$ cat src/rtl/alu_nibble_scheduler_if.sv
// alu_nibble_scheduler_if
//   Bundles the two request ports, the response port, the shared ALU slice
//   port and the busy flag of alu_nibble_scheduler.
//   slave  : the scheduler itself.
//   master : the environment (requesters, response consumer, ALU slice).
//   Build option: ALU_SCHED_FLAGS_EN adds rsp_zero / rsp_carry.
interface alu_nibble_scheduler_if #(
  parameter int WIDTH = 16
);
  logic             req0_valid;
  logic             req0_ready;
  logic [2:0]       req0_op;
  logic [WIDTH-1:0] req0_a;
  logic [WIDTH-1:0] req0_b;

  logic             req1_valid;
  logic             req1_ready;
  logic [2:0]       req1_op;
  logic [WIDTH-1:0] req1_a;
  logic [WIDTH-1:0] req1_b;

  logic             rsp_valid;
  logic             rsp_ready;
  logic             rsp_id;
  logic [WIDTH-1:0] rsp_data;
`ifdef ALU_SCHED_FLAGS_EN
  logic             rsp_zero;
  logic             rsp_carry;
`endif

  logic [3:0]       slice_x;
  logic [3:0]       slice_y;
  logic [2:0]       slice_op;
  logic             slice_cin;
  logic [3:0]       slice_o;
  logic             slice_cout;

  logic             busy;

  modport slave (
    input  req0_valid, req0_op, req0_a, req0_b,
    output req0_ready,
    input  req1_valid, req1_op, req1_a, req1_b,
    output req1_ready,
    output rsp_valid, rsp_id, rsp_data,
`ifdef ALU_SCHED_FLAGS_EN
    output rsp_zero, rsp_carry,
`endif
    input  rsp_ready,
    output slice_x, slice_y, slice_op, slice_cin,
    input  slice_o, slice_cout,
    output busy
  );

  modport master (
    output req0_valid, req0_op, req0_a, req0_b,
    input  req0_ready,
    output req1_valid, req1_op, req1_a, req1_b,
    input  req1_ready,
    input  rsp_valid, rsp_id, rsp_data,
`ifdef ALU_SCHED_FLAGS_EN
    input  rsp_zero, rsp_carry,
`endif
    output rsp_ready,
    input  slice_x, slice_y, slice_op, slice_cin,
    output slice_o, slice_cout,
    input  busy
  );
endinterface

$ cat src/rtl/alu_nibble_scheduler.sv
// alu_nibble_scheduler
//   Shares one external combinational 4-bit ALU slice between two requesters.
//   Round-robin arbitration; a granted WIDTH-bit op runs nibble-serial, LSB
//   nibble first, one nibble per clock, with the ripple carry registered
//   between nibbles. The result is returned on a valid/ready response port.
// Ports
//   clk  : rising-edge clock
//   rst  : asynchronous active-high reset (aborts any op in flight)
//   bus  : alu_nibble_scheduler_if.slave (requests, response, slice, busy)
// Build option
//   ALU_SCHED_FLAGS_EN : adds rsp_zero and rsp_carry, registered with rsp_data.
//
// state | meaning
// IDLE  | waiting for a request; grant decided combinationally
// EXEC  | one nibble through the slice per clock
// RESP  | result held on the response port until taken
module alu_nibble_scheduler #(
  parameter int WIDTH = 16
) (
  input  logic                 clk,
  input  logic                 rst,
  alu_nibble_scheduler_if.slave bus
);
  localparam int NNIB = WIDTH / 4;
  localparam int NW   = $clog2(NNIB);

  localparam logic [2:0] OP_AND  = 3'b000;
  localparam logic [2:0] OP_OR   = 3'b001;
  localparam logic [2:0] OP_XOR  = 3'b010;
  localparam logic [2:0] OP_ADD  = 3'b100;
  localparam logic [2:0] OP_SUB  = 3'b101;
  localparam logic [2:0] OP_NOTA = 3'b110;
  localparam logic [2:0] OP_PASS = 3'b111;

  typedef enum logic [1:0] {
    IDLE = 2'd0,
    EXEC = 2'd1,
    RESP = 2'd2
  } state_t;

  state_t           state_q, state_d;
  logic [2:0]       op_q;
  logic [WIDTH-1:0] a_q, b_q;
  logic [WIDTH-1:0] acc_q, acc_next;
  logic [WIDTH-1:0] data_q;
  logic [NW-1:0]    nib_q;
  logic             carry_q;
  logic             id_q;
  logic             last_grant_q;
`ifdef ALU_SCHED_FLAGS_EN
  logic             zero_q;
  logic             cflag_q;
`endif

  logic             grant;
  logic             accept;
  logic             last_nib;
  logic             is_arith;
  logic [NW+1:0]    shamt;
  logic [3:0]       a_nib, b_nib;

  // Round robin: on a tie the requester that did not win last time goes.
  always_comb begin
    grant = 1'b0;
    if (bus.req0_valid && bus.req1_valid) grant = ~last_grant_q;
    else if (bus.req1_valid)              grant = 1'b1;
  end

  // Ready is held low while rst is asserted even though state is already IDLE.
  assign bus.req0_ready = (state_q == IDLE) && !rst && bus.req0_valid && !grant;
  assign bus.req1_ready = (state_q == IDLE) && !rst && bus.req1_valid &&  grant;
  assign accept         = bus.req0_ready || bus.req1_ready;

  assign shamt    = {nib_q, 2'b00};
  assign a_nib    = 4'(a_q >> shamt);
  assign b_nib    = 4'(b_q >> shamt);
  assign last_nib = (nib_q == NW'(NNIB - 1));
  assign is_arith = (op_q == OP_ADD) || (op_q == OP_SUB);

  // Slice drive: SUB is ADD of ~b with carry seeded to 1, NOT a is XOR with
  // all-ones, PASS a is OR with zero.
  always_comb begin
    bus.slice_x   = 4'h0;
    bus.slice_y   = 4'h0;
    bus.slice_op  = 3'b000;
    bus.slice_cin = 1'b0;
    if (state_q == EXEC) begin
      bus.slice_x = a_nib;
      case (op_q)
        OP_SUB: begin
          bus.slice_op  = OP_ADD;
          bus.slice_y   = ~b_nib;
          bus.slice_cin = carry_q;
        end
        OP_ADD: begin
          bus.slice_op  = OP_ADD;
          bus.slice_y   = b_nib;
          bus.slice_cin = carry_q;
        end
        OP_NOTA: begin
          bus.slice_op = OP_XOR;
          bus.slice_y  = 4'hF;
        end
        OP_PASS: begin
          bus.slice_op = OP_OR;
          bus.slice_y  = 4'h0;
        end
        default: begin
          bus.slice_op = op_q;
          bus.slice_y  = b_nib;
        end
      endcase
    end
  end

  assign acc_next = (acc_q & ~(WIDTH'(4'hF) << shamt)) | (WIDTH'(bus.slice_o) << shamt);

  always_comb begin
    state_d = state_q;
    case (state_q)
      IDLE:    if (accept) state_d = EXEC;
      EXEC:    if (last_nib) state_d = RESP;
      RESP:    if (bus.rsp_ready) state_d = IDLE;
      default: state_d = IDLE;
    endcase
  end

  always_ff @(posedge clk or posedge rst) begin
    if (rst) state_q <= IDLE;
    else     state_q <= state_d;
  end

  always_ff @(posedge clk or posedge rst) begin
    if (rst) begin
      op_q         <= OP_AND;
      a_q          <= '0;
      b_q          <= '0;
      acc_q        <= '0;
      data_q       <= '0;
      nib_q        <= '0;
      carry_q      <= 1'b0;
      id_q         <= 1'b0;
      last_grant_q <= 1'b1;
`ifdef ALU_SCHED_FLAGS_EN
      zero_q       <= 1'b0;
      cflag_q      <= 1'b0;
`endif
    end else begin
      case (state_q)
        IDLE: begin
          if (accept) begin
            op_q         <= grant ? bus.req1_op : bus.req0_op;
            a_q          <= grant ? bus.req1_a  : bus.req0_a;
            b_q          <= grant ? bus.req1_b  : bus.req0_b;
            carry_q      <= ((grant ? bus.req1_op : bus.req0_op) == OP_SUB);
            nib_q        <= '0;
            id_q         <= grant;
            last_grant_q <= grant;
          end
        end
        EXEC: begin
          acc_q   <= acc_next;
          carry_q <= bus.slice_cout;
          nib_q   <= nib_q + 1'b1;
          if (last_nib) begin
            data_q  <= acc_next;
`ifdef ALU_SCHED_FLAGS_EN
            zero_q  <= (acc_next == '0);
            cflag_q <= is_arith ? bus.slice_cout : 1'b0;
`endif
          end
        end
        default: ;
      endcase
    end
  end

`ifndef ALU_SCHED_FLAGS_EN
  logic unused_arith;
  assign unused_arith = is_arith;
`else
  assign bus.rsp_zero  = zero_q;
  assign bus.rsp_carry = cflag_q;
`endif

  assign bus.rsp_valid = (state_q == RESP);
  assign bus.rsp_data  = data_q;
  assign bus.rsp_id    = id_q;
  assign bus.busy      = (state_q != IDLE);
endmodule

$ cat src/flat_wrapper.sv
// flat-port wrapper written by rule: the top's interface ports become plain ports
module alu_nibble_scheduler_flat 
#(
  parameter int WIDTH = 16
)
  (clk, rst, bus_req0_valid, bus_req0_op, bus_req0_a, bus_req0_b, bus_req0_ready, bus_req1_valid, bus_req1_op, bus_req1_a, bus_req1_b, bus_req1_ready, bus_rsp_valid, bus_rsp_id, bus_rsp_data, bus_rsp_ready, bus_slice_x, bus_slice_y, bus_slice_op, bus_slice_cin, bus_slice_o, bus_slice_cout, bus_busy);
  alu_nibble_scheduler_if #(.WIDTH(WIDTH)) bus_i ();
  input  logic clk;
  input  logic rst;
  input wire logic [$bits(bus_i.req0_valid)-1:0] bus_req0_valid;
  input wire logic [$bits(bus_i.req0_op)-1:0] bus_req0_op;
  input wire logic [$bits(bus_i.req0_a)-1:0] bus_req0_a;
  input wire logic [$bits(bus_i.req0_b)-1:0] bus_req0_b;
  output wire logic [$bits(bus_i.req0_ready)-1:0] bus_req0_ready;
  input wire logic [$bits(bus_i.req1_valid)-1:0] bus_req1_valid;
  input wire logic [$bits(bus_i.req1_op)-1:0] bus_req1_op;
  input wire logic [$bits(bus_i.req1_a)-1:0] bus_req1_a;
  input wire logic [$bits(bus_i.req1_b)-1:0] bus_req1_b;
  output wire logic [$bits(bus_i.req1_ready)-1:0] bus_req1_ready;
  output wire logic [$bits(bus_i.rsp_valid)-1:0] bus_rsp_valid;
  output wire logic [$bits(bus_i.rsp_id)-1:0] bus_rsp_id;
  output wire logic [$bits(bus_i.rsp_data)-1:0] bus_rsp_data;
  input wire logic [$bits(bus_i.rsp_ready)-1:0] bus_rsp_ready;
  output wire logic [$bits(bus_i.slice_x)-1:0] bus_slice_x;
  output wire logic [$bits(bus_i.slice_y)-1:0] bus_slice_y;
  output wire logic [$bits(bus_i.slice_op)-1:0] bus_slice_op;
  output wire logic [$bits(bus_i.slice_cin)-1:0] bus_slice_cin;
  input wire logic [$bits(bus_i.slice_o)-1:0] bus_slice_o;
  input wire logic [$bits(bus_i.slice_cout)-1:0] bus_slice_cout;
  output wire logic [$bits(bus_i.busy)-1:0] bus_busy;
  assign bus_i.req0_valid = bus_req0_valid;
  assign bus_i.req0_op = bus_req0_op;
  assign bus_i.req0_a = bus_req0_a;
  assign bus_i.req0_b = bus_req0_b;
  assign bus_req0_ready = bus_i.req0_ready;
  assign bus_i.req1_valid = bus_req1_valid;
  assign bus_i.req1_op = bus_req1_op;
  assign bus_i.req1_a = bus_req1_a;
  assign bus_i.req1_b = bus_req1_b;
  assign bus_req1_ready = bus_i.req1_ready;
  assign bus_rsp_valid = bus_i.rsp_valid;
  assign bus_rsp_id = bus_i.rsp_id;
  assign bus_rsp_data = bus_i.rsp_data;
  assign bus_i.rsp_ready = bus_rsp_ready;
  assign bus_slice_x = bus_i.slice_x;
  assign bus_slice_y = bus_i.slice_y;
  assign bus_slice_op = bus_i.slice_op;
  assign bus_slice_cin = bus_i.slice_cin;
  assign bus_i.slice_o = bus_slice_o;
  assign bus_i.slice_cout = bus_slice_cout;
  assign bus_busy = bus_i.busy;
  alu_nibble_scheduler #(.WIDTH(WIDTH)) u_core (.clk(clk), .rst(rst), .bus(bus_i));
endmodule
$ cat config.mk
export PLATFORM = sky130hd
export DESIGN_NAME = alu_nibble_scheduler_flat
export DESIGN_NICKNAME = d
export VERILOG_FILES = /design/src/rtl/alu_nibble_scheduler_if.sv /design/src/rtl/alu_nibble_scheduler.sv /design/src/flat_wrapper.sv
export SDC_FILE = /design/constraint.sdc
export NUM_CORES = 1
export LEC_CHECK = 0
export ABC_AREA = 1
export BUFFER_PORTS_ARGS = -buffer_cell sky130_fd_sc_hd__buf_2
export CAP_MARGIN = 10
export CORE_UTILIZATION = 35
export DETAILED_ROUTE_END_ITERATION = 16
export PLACE_DENSITY = 0.6
export REMOVE_ABC_BUFFERS = 1
export SYNTH_ARGS = -nofsm -noshare
export SYNTH_HDL_FRONTEND = slang
export SYNTH_SLANG_ARGS = --single-unit
$ cat constraint.sdc
create_clock -name clk -period 5 [get_ports clk]
set_input_delay 0.75 -clock clk [delete_from_list [all_inputs] [get_ports clk]]
set_output_delay 0.75 -clock clk [all_outputs]
set_load 0.1 [all_outputs]
Word level (Yosys, flattened, before mapping)
Cells that the tools add are included.
{ "word_totals": {"ff_bits": 74, "latchBits": 0, "mem_bits_rw": 0, "rom_bits": 0, "out_inout_bits": 33, "n_memories": 0} }
{ "classes": {"add_sub_neg": 1, "mul": 0, "n_div": 0, "n_lt_le_gt_ge": 0, "eq_ne": 11, "n_shift": 4, "muxes": 20, "bitwise_logic": 5, "reduce_logical": 17} }
{ "ops": {"columns": ["cell", "n"], "rows": [
  ["$mux 16", 2],
  ["$shr 16x4->4", 2],
  ["$and 16x16->16", 1],
  ["$not 16->16", 1],
  ["$or 16x16->16", 1],
  ["$shl 4x4->16", 1],
  ["$shl 4x4->16 const A", 1],
  ["$eq 3x3->1 const B", 5],
  ["$pmux 4 s3", 1],
  ["$pmux 3 s3", 1],
  ["$mux 2", 4],
  ["$mux 4", 2],
  ["$logic_and 1x1->1", 6],
  ["$mux 3", 2],
  ["$ne 2x1->1 const B", 3],
  ["$pmux 2 s3", 1],
  ["$reduce_and 2->1", 3],
  ["$mux 1", 5],
  ["$eq 2x2->1 const B", 2],
  ["$not 4->4", 1],
  ["$pmux 2 s2", 1],
  ["$reduce_bool 2->1", 2],
  ["$reduce_and 3->1", 1],
  ["$add 2x1->2 const B", 1],
  ["7 further kinds", 8]
]} }

Depth between registers and ports, before layout
{ "logic_depth": {"ltp_word": 7, "ltp_mapped": 9, "depth_no_buf": 9} }

Worst setup path after synthesis
Ideal clock, no wire load.
{ "synth_timing": {"path_type": "input -> output", "startpoint": "input port rst", "endpoint": "output port bus_req0_ready", "arrival_time_ns": 3.964, "t_required_ns": 4.250, "slack_ns": 0.286, "cell_stages": 3, "path_buffers": 0, "cell_sequence": "inv_1 -> nand3_2 -> nor2_1"} }
{ "synth_between": {"elab_chain_cells": 4} }
{ "synth_rtl": {"columns": ["item", "line_no", "rtl"], "rows": [
  ["from (decl)", "flat_wrapper.sv:9", "input logic rst;"],
  ["$logic_not 1->1", "alu_nibble_scheduler.sv:70", "assign bus.req0_ready = (state_q == IDLE) && !rst && bus.req0_valid && !grant;"],
  ["$logic_and 1x1->1 (3 in series)", "alu_nibble_scheduler.sv:70", null],
  ["to (decl)", "flat_wrapper.sv:14", "output wire logic [$bits(bus_i.req0_ready)-1:0] bus_req0_ready;"]
]} }
Every way passes these cells.

Final worst setup path
{ "layout_timing": {"startpoint": "register u_core.nib_q[1]", "endpoint": "output port bus_slice_y[2]"} }
{ "layout_between": {"elab_chain_cells": 4} }
{ "layout_rtl": {"columns": ["item", "line_no", "rtl"], "rows": [
  ["from (decl)", "alu_nibble_scheduler.sv:46", "logic [NW-1:0] nib_q;"],
  ["from (signal assigned)", "alu_nibble_scheduler.sv:164", "nib_q <= nib_q + 1'b1;"],
  ["$shr 16x4->4 (*)", "alu_nibble_scheduler.sv:76", "assign b_nib = 4'(b_q >> shamt);"],
  ["$not 4->4", "alu_nibble_scheduler.sv:92", "bus.slice_y = ~b_nib;"],
  ["$pmux 4 s3 (*)", "alu_nibble_scheduler.sv:89", "case (op_q)"],
  ["$mux 4 (*)", "alu_nibble_scheduler.sv:87", "if (state_q == EXEC) begin"],
  ["to (decl)", "flat_wrapper.sv:25", "output wire logic [$bits(bus_i.slice_y)-1:0] bus_slice_y;"]
]} }
Mark *: on every way between the ends. The rest lies on a longest branch, timed or not.

==> flow_metrics.py <==
metrics = {
    "die": {
        "num_rows": 38,
        "io_pins": 113,
        "dieArea_mm2": 0.0116,
        "die_w_um": 108,
        "core_area_mm2": 0.0108,
        "die_h_um": 108,
        "initial_core_util_pct": 36.0,
    },
    "pwr": {
        "power.density_mw_per_mm2": 783,
        "leakagePower_nw": 2.35,
        "irDropWorstVdd_v": 0.000692,
    },
    "drt": {
        "drt_wl_total_um": 8930,
        "drtAntennaViolNets": 0,
        "vias": 3354,
        "drt-initial-drc-count": 100,
        "wl_per_cell_um": 12.6,
        "vias_per_cell": 4.74,
        "drc": 0,
        "firstDrtPassIters": 4,
    },
    "synthesis": {
        "muxShareOfSynthArea_pct": 0,
        "synth_compound_area_share_pct": 23.4,
        "synth.avg_cell_area_um2": 8.42,
        "synth_warnings": 0,
        "synth_cells": 464,
        "synthXorXnorAreaFrac_pct": 0,
        "synth_fa_ha_area_share_pct": 1.28,
        "yosys.area_share.simple_pct": 20.8,
        "synth_cell_types": 35,
        "seq_area_frac_synth_pct": 44.9,
        "synth_area_mm2": 0.00391,
        "synth_top_family_by_area": "compound AO/OA/AOI/OAI gates",
        "ys_seq_elements": 70,
    },
    "global_route": {
        "grt-ovfl-total": 0,
        "antenna_found_initial": 0,
        "grt.total_usage_pct": 16.3,
        "grt_pass1_vias": 3169,
        "grt_max_degree": 67,
        "grt_pass1_wl_um": 14600,
    },
    "worst_setup_path": {
        "startpoint": "u_core.nib_q[1]$_DFFE_PP0P_",
        "worstPathMaxFanout": 23,
        "cp-end-kind": "output port",
        "cp.arrival_ns": 2.79,
        "critPathKind": "register to output port",
        "start_kind": "register",
        "rr_worst_depth": 8,
        "required_ns": 4.25,
        "r2r-start": "u_core.state_q[0]$_DFFE_PP0P_",
    },
    "sta": {
        "setup_viol": 0,
        "period_minus_slack_ns": 3.54,
        "hold_slack_ns": 0.411,
        "max_freq_mhz": 283,
        "rsz0062_at_grt": "no",
        "fin_skew_ns": 0.0102,
        "finalHoldViolCount": 0,
        "tightest_slew_ns": 1.00,
        "fin_crit_sh_pct": 70.8,
        "slew_headroom_pct": 33.0,
        "drv_slew": 0,
        "final.setup.tns_ns": 0,
    },
    "layout": {
        "nets": 646,
        "layout_common_cells": "buf_2 (112), nand2_1 (96), dfrtp_1 (69)",
        "drive_above_1_share_pct": 31.2,
        "area_growth_pct": 20.7,
        "layout.cells.most_common": "buf_2",
        "diodes": 0,
    },
    "clock_network": {
        "clk_latency_ns": 0.35,
        "post_cts_buffers": 0,
        "cts_root_buffer": "clkbuf_8",
        "path_clk_slew_ns": 0.08,
        "postCtsHoldBufs": 0,
        "cts_tree": "built",
        "numCtsBuffers": 9,
        "cts.repair.resized": 0,
        "clock_path_buffers": 2,
        "h-tree-depth": 3,
        "cts_num_sinks": 70,
    },
    "flow_run": {
        "maxCapViolCount": 0,
    },
    "min_path": {
        "hold_class": "primary input to asynchronous set/reset pin",
    },
    "place": {
        "hpwl_um": 6390,
        "place_congestion": 0.761,
        "numPortBuffers": 112,
    },
    "outcome": {
        "status": "finished, final reports clean",
    },
}
-- worst paths after layout --
kind                       slack [ns]                                  end
min in group clk                 0.48  u_core.bus.rsp_data[11]$_DFFE_PP0P_
min reg2reg                      0.48  u_core.bus.rsp_data[11]$_DFFE_PP0P_
max                              1.46                       bus_slice_y[2]
max reg2reg                      2.69           u_core.carry_q$_DFFE_PP0P_
min                              0.41           u_core.b_q[12]$_DFFE_PP0P_
max in group asynchronous        3.55  u_core.bus.rsp_data[15]$_DFFE_PP0P_
-- power by group --
part / switching [W] / internal (W)
Sequential: 0.000134 / 0.000824
Clock: 0.000214 / 0.000359
Combinational: 0.00169 / 0.000476
Total: 0.00204 / 0.00166
-- layer usage --
layer  vias up  GRT usage [%]  share of wire (%)
li1       1714              -                  -
met1      1544           22.0                 49
met2        87           26.1                 44
met3         9           2.91                5.3
met4         0           5.58                1.3
met5         -              0                  0
-- area by class of cell --
cell class	instances	area, um2
fill	1113	6120
inverter	47	179
clock buffer	11	151
tap	140	175
sequential	70	1750
clock inverter	5	105
multi-input combinational	320	1780
timing repair buffer	114	576
-- registers in the layout, summed over array words and instances, names as in the netlist --
register,count
u_core.a_q,16
u_core.b_q,16
u_core.bus.rsp_data,16
u_core.acc_q,12
u_core.op_q,3
u_core.nib_q,2
u_core.state_q,2
u_core.bus.rsp_id,1
u_core.carry_q,1
u_core.last_grant_q,1
-- kinds of logic after synthesis --
kind of cell               Yosys count
buffers and inverters               74
adders and majority gates            4
and+or+nand+nor                    182
AOI/OAI and AO/OA                  134
DFF                                 70
-- synthesized netlist by cell type --
master    number  share of area (%)
o211ai_1       3               0.58
a21oi_1       17                2.2
nor2_2         1               0.16
nand3b_1       1               0.19
buf_2         10                1.3
o21ai_0       35                4.5
or2_1         13                2.1
o21ai_2       17                3.8
nand3_2        1               0.26
o211ai_2      16                5.1
nand2_4        4                1.2
buf_4          3               0.58
nor2_4         1               0.29
clkbuf_1       7               0.67
nand3_1       11                1.4
inv_4          1               0.16
dfrtp_1       69                 44
nor3_1         2               0.26
buf_8          1               0.38
nand4_4        1               0.54
o22ai_1        8                1.3
o31ai_1        1               0.19
or2_2          2               0.32
inv_1         45                4.3
o21ai_1       21                2.7
dfstp_2        1               0.67
inv_2          1              0.096
nand2_1       96                9.2
o21a_1        16                3.1
and3_1         1               0.16
ha_1           4                1.3
buf_6          4                1.2
nor2_1        46                4.4
buf_12         2                1.0
or2_0          2               0.32
-- per-stage QoR --
stage	area, um2	setup WS [ns]	instances	total power, W	utilization (%)
final	4720	1.46	707	0.00369	43.5
after global placement	4460	1.85	691	0.00312	41.1
after CTS	4720	1.42	707	0.00373	43.5
after global routing	4720	1.18	707	0.00394	43.5
after floorplan	3710	0.286	437	0.00272	-
after detailed placement	4460	1.80	691	0.00315	41.1
-- worst max-delay path, cell delays in order, from the launching register on --
cell and delay, ns:
dfrtp_1 0.87, inv_1 0.47, a21oi_1 0.24, o21ai_0 0.12, nand2_1 0.11, nor2_1 0.05
nor2_1 0.13, buf_2 0.45
No activity file was read; power rests on OpenSTA's default activity.
